`src/rtl/riscv_pkg.sv`:
```
// Shared types for the writeback slice.
//   mem_read_t : load size encoding carried in control_t.mem_read
//   control_t  : per-instruction writeback control bundle
//   wb_state_t : writeback unit FSM states
package riscv_pkg;

    typedef enum logic [1:0] {
        MEM_NONE = 2'b00,
        MEM_B    = 2'b01,
        MEM_H    = 2'b10,
        MEM_W    = 2'b11
    } mem_read_t;

    typedef struct packed {
        mem_read_t mem_read;
        logic      mem_unsigned;
        logic      wb_pc;
        logic      reg_write;
    } control_t;

    typedef enum logic {
        IDLE     = 1'b0,
        WAIT_RSP = 1'b1
    } wb_state_t;

endpackage

```
`src/rtl/load_align.sv`:
```
// load_align: combinational load-data alignment and extension.
// Ports:
//   data        [XLEN-1:0] raw memory response word
//   addr_lo     [1:0]      low address bits of the load
//   size        [1:0]      mem_read encoding (MEM_B / MEM_H / MEM_W)
//   is_unsigned            1 = zero-extend, 0 = sign-extend
//   result      [XLEN-1:0] aligned, extended load value
module load_align
    import riscv_pkg::*;
#(
    parameter int unsigned XLEN = 32
) (
    input  logic [XLEN-1:0] data,
    input  logic [1:0]      addr_lo,
    input  logic [1:0]      size,
    input  logic            is_unsigned,
    output logic [XLEN-1:0] result
);

    logic [7:0]  byte_sel;
    logic [15:0] half_sel;
    logic [31:0] word_sel;

    always_comb begin
        case (addr_lo)
            2'd0:    byte_sel = data[7:0];
            2'd1:    byte_sel = data[15:8];
            2'd2:    byte_sel = data[23:16];
            default: byte_sel = data[31:24];
        endcase
        half_sel = addr_lo[1] ? data[31:16] : data[15:0];
        word_sel = data[31:0];
    end

    always_comb begin
        result = '0;
        case (size)
            MEM_B:   result = {{(XLEN-8){~is_unsigned & byte_sel[7]}}, byte_sel};
            MEM_H:   result = {{(XLEN-16){~is_unsigned & half_sel[15]}}, half_sel};
            MEM_W: begin
                if (XLEN > 32) begin
                    result = {{(XLEN-32){~is_unsigned & word_sel[31]}}, word_sel};
                end else begin
                    result = XLEN'(word_sel);
                end
            end
            default: result = '0;
        endcase
    end

endmodule

```
`src/rtl/writeback_unit.sv`:
```
// writeback_unit: final pipeline stage; writes ALU/PC+4 results directly and
// waits for the data-memory response on loads before writing back.
// Optional feature macro: WB_INSTRET_EN adds the instret retire counter port.
// Ports:
//   clk, rst                   clock, synchronous active-high reset
//   in_valid / in_ready        instruction handshake (ready only in IDLE)
//   control                    control_t bundle (mem_read, mem_unsigned, wb_pc, reg_write)
//   pc_wb, alu_res [XLEN]      instruction PC and ALU result
//   addr_lo [2], rd [5]        load address low bits, destination register
//   mem_rsp_valid/mem_rsp_data load response
//   wb_valid, wb_we, wb_rd, wb_data  registered register-file write port
//   instret [INSTRET_W]        retired count (WB_INSTRET_EN only)
module writeback_unit
    import riscv_pkg::*;
#(
    parameter int unsigned XLEN      = 32,
    parameter int unsigned INSTRET_W = 64
) (
    input  logic                 clk,
    input  logic                 rst,
    input  logic                 in_valid,
    output logic                 in_ready,
    input  control_t             control,
    input  logic [XLEN-1:0]      pc_wb,
    input  logic [XLEN-1:0]      alu_res,
    input  logic [1:0]           addr_lo,
    input  logic [4:0]           rd,
    input  logic                 mem_rsp_valid,
    input  logic [XLEN-1:0]      mem_rsp_data,
    output logic                 wb_valid,
    output logic                 wb_we,
    output logic [4:0]           wb_rd,
    output logic [XLEN-1:0]      wb_data
`ifdef WB_INSTRET_EN
    ,
    output logic [INSTRET_W-1:0] instret
`endif
);

    wb_state_t       state_q, state_d;
    logic [4:0]      pend_rd_q, pend_rd_d;
    logic [1:0]      pend_addr_q, pend_addr_d;
    mem_read_t       pend_size_q, pend_size_d;
    logic            pend_uns_q, pend_uns_d;
    logic            pend_we_q, pend_we_d;
    logic            wb_valid_q, wb_valid_d;
    logic            wb_we_q, wb_we_d;
    logic [4:0]      wb_rd_q, wb_rd_d;
    logic [XLEN-1:0] wb_data_q, wb_data_d;
    logic [XLEN-1:0] load_data;
    logic            accept;

    load_align #(
        .XLEN(XLEN)
    ) u_load_align (
        .data       (mem_rsp_data),
        .addr_lo    (pend_addr_q),
        .size       (pend_size_q),
        .is_unsigned(pend_uns_q),
        .result     (load_data)
    );

    assign in_ready = (state_q == IDLE);
    assign accept   = in_valid && in_ready;

    always_comb begin
        state_d     = state_q;
        pend_rd_d   = pend_rd_q;
        pend_addr_d = pend_addr_q;
        pend_size_d = pend_size_q;
        pend_uns_d  = pend_uns_q;
        pend_we_d   = pend_we_q;
        wb_valid_d  = 1'b0;
        wb_we_d     = 1'b0;
        wb_rd_d     = wb_rd_q;
        wb_data_d   = wb_data_q;

        case (state_q)
            IDLE: begin
                // Responses seen here (including one in the acceptance cycle)
                // belong to no pending load and are dropped.
                if (accept) begin
                    if (control.mem_read == MEM_NONE) begin
                        wb_valid_d = 1'b1;
                        wb_rd_d    = rd;
                        wb_we_d    = control.reg_write && (rd != 5'd0);
                        wb_data_d  = control.wb_pc ? (pc_wb + XLEN'(4)) : alu_res;
                    end else begin
                        pend_rd_d   = rd;
                        pend_addr_d = addr_lo;
                        pend_size_d = control.mem_read;
                        pend_uns_d  = control.mem_unsigned;
                        pend_we_d   = control.reg_write;
                        state_d     = WAIT_RSP;
                    end
                end
            end
            WAIT_RSP: begin
                if (mem_rsp_valid) begin
                    wb_valid_d = 1'b1;
                    wb_rd_d    = pend_rd_q;
                    wb_we_d    = pend_we_q && (pend_rd_q != 5'd0);
                    wb_data_d  = load_data;
                    state_d    = IDLE;
                end
            end
            default: state_d = IDLE;
        endcase
    end

    always_ff @(posedge clk) begin
        if (rst) begin
            state_q     <= IDLE;
            pend_rd_q   <= '0;
            pend_addr_q <= '0;
            pend_size_q <= MEM_NONE;
            pend_uns_q  <= 1'b0;
            pend_we_q   <= 1'b0;
            wb_valid_q  <= 1'b0;
            wb_we_q     <= 1'b0;
            wb_rd_q     <= '0;
            wb_data_q   <= '0;
        end else begin
            state_q     <= state_d;
            pend_rd_q   <= pend_rd_d;
            pend_addr_q <= pend_addr_d;
            pend_size_q <= pend_size_d;
            pend_uns_q  <= pend_uns_d;
            pend_we_q   <= pend_we_d;
            wb_valid_q  <= wb_valid_d;
            wb_we_q     <= wb_we_d;
            wb_rd_q     <= wb_rd_d;
            wb_data_q   <= wb_data_d;
        end
    end

    assign wb_valid = wb_valid_q;
    assign wb_we    = wb_we_q;
    assign wb_rd    = wb_rd_q;
    assign wb_data  = wb_data_q;

`ifdef WB_INSTRET_EN
    logic [INSTRET_W-1:0] instret_q, instret_d;

    // Counts the visible writeback pulse, so it lags the acceptance by one edge.
    always_comb begin
        instret_d = instret_q + INSTRET_W'(wb_valid_q);
    end

    always_ff @(posedge clk) begin
        if (rst) begin
            instret_q <= '0;
        end else begin
            instret_q <= instret_d;
        end
    end

    assign instret = instret_q;
`endif

endmodule

```
`config.mk`:
```
export PLATFORM = sky130hd
export DESIGN_NAME = writeback_unit
export DESIGN_NICKNAME = d
export VERILOG_FILES = /design/src/rtl/riscv_pkg.sv /design/src/rtl/load_align.sv /design/src/rtl/writeback_unit.sv
export SDC_FILE = /design/constraint.sdc
export NUM_CORES = 1
export LEC_CHECK = 0
export CORE_UTILIZATION = 40
export DETAILED_ROUTE_END_ITERATION = 8
export PLACE_DENSITY = 0.74
export SLEW_MARGIN = 20
export SYNTH_ARGS = -nofsm -noshare
export SYNTH_HDL_FRONTEND = slang
export SYNTH_HIERARCHICAL = 1
export SYNTH_SLANG_ARGS = --single-unit
```
`constraint.sdc`:
```
create_clock -name clk -period 1.9 [get_ports clk]
set_input_delay 0.285 -clock clk [delete_from_list [all_inputs] [get_ports clk]]
set_output_delay 0.285 -clock clk [all_outputs]
set_load 0.05 [all_outputs]
```
# == Yosys cells after proc, flatten, opt, wreduce, memory -nomap -nowiden ==
# Index checks and enable logic that the tools add are counted.
# classes
bitwise_logic,5
addsub,1
n_reduce_logical,9
muxes,24
n_eq_ne,8
# ops
op,count
$mux 32,4
$pmux 32 s3,1
$pmux 32 s2,1
$add 32x3->32 const B,1
$pmux 8 s3,1
$mux 16,1
$mux 5,3
$pmux 5 s2,1
$reduce_bool 5->1,2
$mux 1,9
$eq 2x2->1 const B,3
$pmux 1 s2,3
$reduce_and 3->1,2
$eq 2x1->1 const B,2
$logic_not 2->1,2
$ne 2x1->1 const B,2
$logic_and 1x1->1,3
$not 1->1,3
$and 1x1->1,2
$ne 2x2->1 const B,1
# totals
output_inout_bits,40
in_bits,112
wordCells,57
register_bits,51

# == Logic depth before layout (Yosys ltp) ==
# logic_depth
word_depth,6
depth_mapped,10
mapped_depth_nobuf,8

# == Modules after synthesis ==
# Netlist, hierarchy kept.
# modules_own_cells
module,n_inst,cells_per_inst,area_per_inst_um2
writeback_unit,1,401,3091.7
load_align,1,100,780.7

# == Worst setup path before layout ==
# Ideal clock, no wire load.
# synth_path
path_type,reg-to-reg
start,reg pend_addr_q[0]
end,reg wb_data_q[19] (netlist: wb_data[19])
required_ns,1.809
period_less_slack_ns,1.917
path_slack_ns,-0.017
setup_time_ns,0.091
arrival_ns,1.826
stages_incl_launch_ff,11
cell_sequence,dfxtp_1 buf_6 mux2i_1 or2_4 a211oi_4 buf_6 a211o_1 o22ai_1 nor2_1 a21oi_1 a311oi_1
# synth_via
elab_chain_cells,6
# synth_rtl
element,line_no,source
from (decl),writeback_unit.sv:42,"logic [1:0] pend_addr_q, pend_addr_d;"
from (signal assigned),writeback_unit.sv:126,pend_addr_q <= pend_addr_d;
"$eq 2x2->1, or another cell as far along",load_align.sv:25,case (addr_lo)
$pmux 8 s3 *,load_align.sv:25,
$and 1x1->1 *,load_align.sv:38,"MEM_B: result = {{(XLEN-8){~is_unsigned & byte_sel[7]}}, byte_sel};"
$pmux 32 s3 *,load_align.sv:37,case (size)
named net load_data[19],writeback_unit.sv:50,logic [XLEN-1:0] load_data;
$mux 32 *,writeback_unit.sv:99,if (mem_rsp_valid) begin
$pmux 32 s2 *,writeback_unit.sv:78,case (state_q)
to (signal assigned),writeback_unit.sv:133,wb_data_q <= wb_data_d;
to (decl),writeback_unit.sv:49,"logic [XLEN-1:0] wb_data_q, wb_data_d;"
# The timed path passes the listed nets; every way through them passes the cells marked *. The select of a mux whose other input is x is not followed.
# A chain may end at the register's enable or synchronous reset.

# == Final worst setup path ==
# layout_path
start,reg pend_addr_q[0]
end,reg wb_data_q[17] (netlist: wb_data[17])
# The elaborated chain is that of the path after synthesis.

==> out/results.tsv <==
stage	metric	value	unit
outcome	status	finished with violations	
outcome	violations	negative setup slack	
cts	cts-root-buf	clkbuf_8	
yosys	synth_edf_count	0	
critical_path	worstPathBufferInverterCount	1	
yosys	yosys_warnings	6	
yosys	async_flop_share	0	
global_routing	antenna_found_initial	0	
pwr	pwr-share-seq	0.353	
cells_and_area	drive_gt1_frac	0.236	
die	rows	35	
cts	clk_path_buf_depth	2	
cts	h-tree-depth	2	
placed_design	dp_cells	853	
critical_path	r2r_start	pend_addr_q[0]$_SDFFE_PP0P_	
timing	fmax	0.504	GHz
hold_path	hold-path-endpoint	wb_data[1]$_SDFFE_PP0P_	
global_routing	grtUsageTotal	0.335	
timing	rsz0062_at_grt	yes	
yosys	synthDistinctLibCells	63	
detailed_routing	wl	16900	microns
cts	cts_buffers	5	
yosys	synth_nets	614	
global_routing	grt_max_degree	44	
cells_and_area	multiInputGateArea	2780	sq um
pwr	finalPower	3430	uW
cells_and_area	regArea	1030	sq um
critical_path	crit_chain	mux2i_4 > or2_4 > a211oi_4 > buf_12 > a211o_1 > o22ai_1 > nor2_1 > a21oi_1 > a311oi_1	
critical_path	required	2120	ps
critical_path	cpPeakStageDelay	380	ps
detailed_routing	wire_per_inst	19.4	microns
detailed_routing	drc	0	
placed_design	gp_congestion	0.907	
pwr	swShare	0.381	
timing	tightest_slew	753	ps
placed_design	placed_cell_area	6200	sq um
cells_and_area	nets	852	
cts	cts_tree	built	
critical_path	r2r_end	wb_data[17]$_SDFFE_PP0P_	
yosys	yosysTopAreaCell	dfxtp_1	
yosys	synth_ff_type	dfxtp_1	
timing	setup-violations-final	9	
yosys	synth_most_common_cell	nand2_1	
timing	fin_crit	1980	ps
cts	cts_hold_buf	0	
die	die_w	100	microns
cells_and_area	final_area	6580	sq um
placed_design	numPortBuffers	151	
cells_and_area	stdcell_count	869	
critical_path	cp_top_family	compound AO/OA/AOI/OAI gates	
cts	clkLatencyLatePin	320	ps
yosys	avgSynthCellArea	7.73	sq um
pwr	internal_power	2120	uW
detailed_routing	vias	4992	
timing	slew_headroom	0.495	
die	core	9330	sq um
yosys	synth_area_leaders	dfxtp_1, nand2_1, a21oi_1	
cts	clk_pin_slew_worst_paths	100	ps
cells_and_area	postLayoutCoreUtil	0.706	
critical_path	crit_path_start_kind	flip-flop	
critical_path	reg2regPathDepth	9	
pwr	clkPwrFrac	0.200	
die	chipHeight	100	microns
pwr	p_per_area	522	nW/um^2
timing	min_period_over_period	1.04	
critical_path	cp.arrival	2200	ps
hold_path	hold_depth	2	
timing	maxSlewViolCount	0	
die	die_area	10100	sq um
timing	setup_ws	-83.1	ps
cts	cts_num_sinks	51	
yosys	ys_top_cells_by_count	nand2_1, nor2_1, dfxtp_1, a21oi_1, clkbuf_1	
pwr	p_leak	0.00266	uW
detailed_routing	ant_nets	0	
critical_path	end_kind	flip-flop	
yosys	synth.top_cell.area_share	0.264	
die	ios	152	
global_routing	grt_pass1_wl	25600	microns
detailed_routing	drt-initial-drc-count	286	
critical_path	critPathKind	flip-flop to flip-flop	
cells_and_area	antenna_cells	0	
timing	hold_viol	0	
hold_path	worstHoldStart	wb_data[1]$_SDFFE_PP0P_	
hold_path	hp-class	flip-flop to flip-flop	
detailed_routing	vias_per_cell	5.74	
timing	clock_skew	10.8	ps
yosys	synth_seq_cells	51	
global_routing	first_global_vias	4946	
cells_and_area	final.fill_count	810	
global_routing	grt-ovfl-total	0	
cells_and_area	area_growth	70.0	%
run	maxCapViolCount	0	
critical_path	r2r_slack	-80	ps
yosys	synthCells	501	
yosys	ys_seq_area_frac	0.264	
pwr	peakVddDrop	0.300	mV
pwr	p_sw	1310	uW
die	initial_core_util	0.415	
critical_path	worstPathMaxFanout	8	
placed_design	dp_hpwl	13200	microns
yosys	syn-cell-area	3870	sq um
pwr	combPwrFrac	0.446	
detailed_routing	first_pass_iters	5	
critical_path	critPathSlowestCell	dfxtp_4	
==> state kept, by name (all words and copies together), names as in the netlist <==
signal       count
wb_we            1
pend_size_q      2
wb_valid         1
pend_addr_q      2
pend_we_q        1
pend_uns_q       1
state_q          1
wb_data         32
pend_rd_q        5
wb_rd            5
==> worst reg2reg max path, delay by kind of cell (launching register included) <==
family | cells | cell delay [ps]
flops | 1 | 380
mux | 1 | 190
simple gates | 2 | 350
buf+inv | 1 | 160
compound gates | 5 | 810
==> layer usage <==
layer  vias up  GRT usage  share of wire
met4         0      0.139          0.037
met2       249      0.564           0.47
met3        47     0.0557          0.073
li1       2359          -              -
met5         -          0              0
met1      2337      0.423           0.42
==> power by group through the flow <==
stage / registers, uW / logic [uW] / clock network (uW)
6_report: 1210 / 1530 / 687
5_1_grt: 1220 / 1620 / 741
4_1_cts: 1210 / 1490 / 692
3_5_place_dp: 1230 / 1460 / 0
3_3_place_gp: 1230 / 1450 / 0
2_1_floorplan: 1440 / 510 / 0
==> cell families after synthesis <==
kind of cell	count (synthesis)	synth area share
compound gates	162	0.289
flops	51	0.264
fa+ha+maj	1	0.00323
buf+inv	50	0.0672
mux	20	0.0811
simple gates	198	0.253
xor+xnor	19	0.0430
==> stage by stage <==
step / hold WS (ps) / setup slack (ps) / setup TNS [ps]
after global routing: 497 / -189 / -1750
after detailed placement: 446 / -593 / -13280
after CTS: 461 / -59.5 / -373
final: 459 / -83.1 / -335
after global placement: 439 / -615 / -12580
after floorplan: 392 / 8.06 / 0
==> area by class of cell <==
class / instances / share of cell area
multi-input cells: 400 / 0.422
repair buffers: 269 / 0.375
flip-flops and latches: 51 / 0.156
well taps: 129 / 0.0245
clock buffers: 5 / 0.0105
inverters: 11 / 0.00684
clock inverters: 3 / 0.00418
repair inverters: 1 / 0.000760
==> timing repair <==
item / in CTS / in global routing
endpoints found under the setup margin: 27 / 37
pin swaps: 12 / 12
gates resized for setup: 34 / 24
buffers inserted: 4 / 2
cloned: 2 / 0
hold endpoints to repair: 0 / 0
==> how the worst max path moves through the flow <==
| stage | start | endpoint | slack (ps) | depth (start not counted) |
|---|---|---|---|---|
| 6_report | pend_addr_q[0]$_SDFFE_PP0P_ | wb_data[17]$_SDFFE_PP0P_ | -80 | 9 |
| 5_1_grt | pend_addr_q[0]$_SDFFE_PP0P_ | wb_data[17]$_SDFFE_PP0P_ | -190 | 9 |
| 4_1_cts | pend_addr_q[0]$_SDFFE_PP0P_ | wb_data[17]$_SDFFE_PP0P_ | -60 | 9 |
| 3_5_place_dp | pc_wb[16] | wb_data[29]$_SDFFE_PP0P_ | -590 | 7 |
| 3_3_place_gp | pc_wb[15] | wb_data[29]$_SDFFE_PP0P_ | -620 | 7 |
| 2_1_floorplan | pend_addr_q[0]$_SDFFE_PP0P_ | wb_data[19]$_SDFFE_PP0P_ | 8 | 10 |
==> placed cells by master (no fill, tap or decap), drive strengths merged, types with 11 or more instances in the layout <==
cell	synthesis	routed
nand2	71	71
mux2i	13	13
buf	15	119
a21oi	40	40
o21ai	18	18
nor2	54	54
clkdlybuf4s50	0	136
dfxtp	51	51
nand3	11	11
dlygate4sd2	0	12
inv	11	11
a211o	16	16
nor3	19	19
o22ai	13	13
a211oi	21	21
Note: power is estimated with default switching activity, not from simulation.
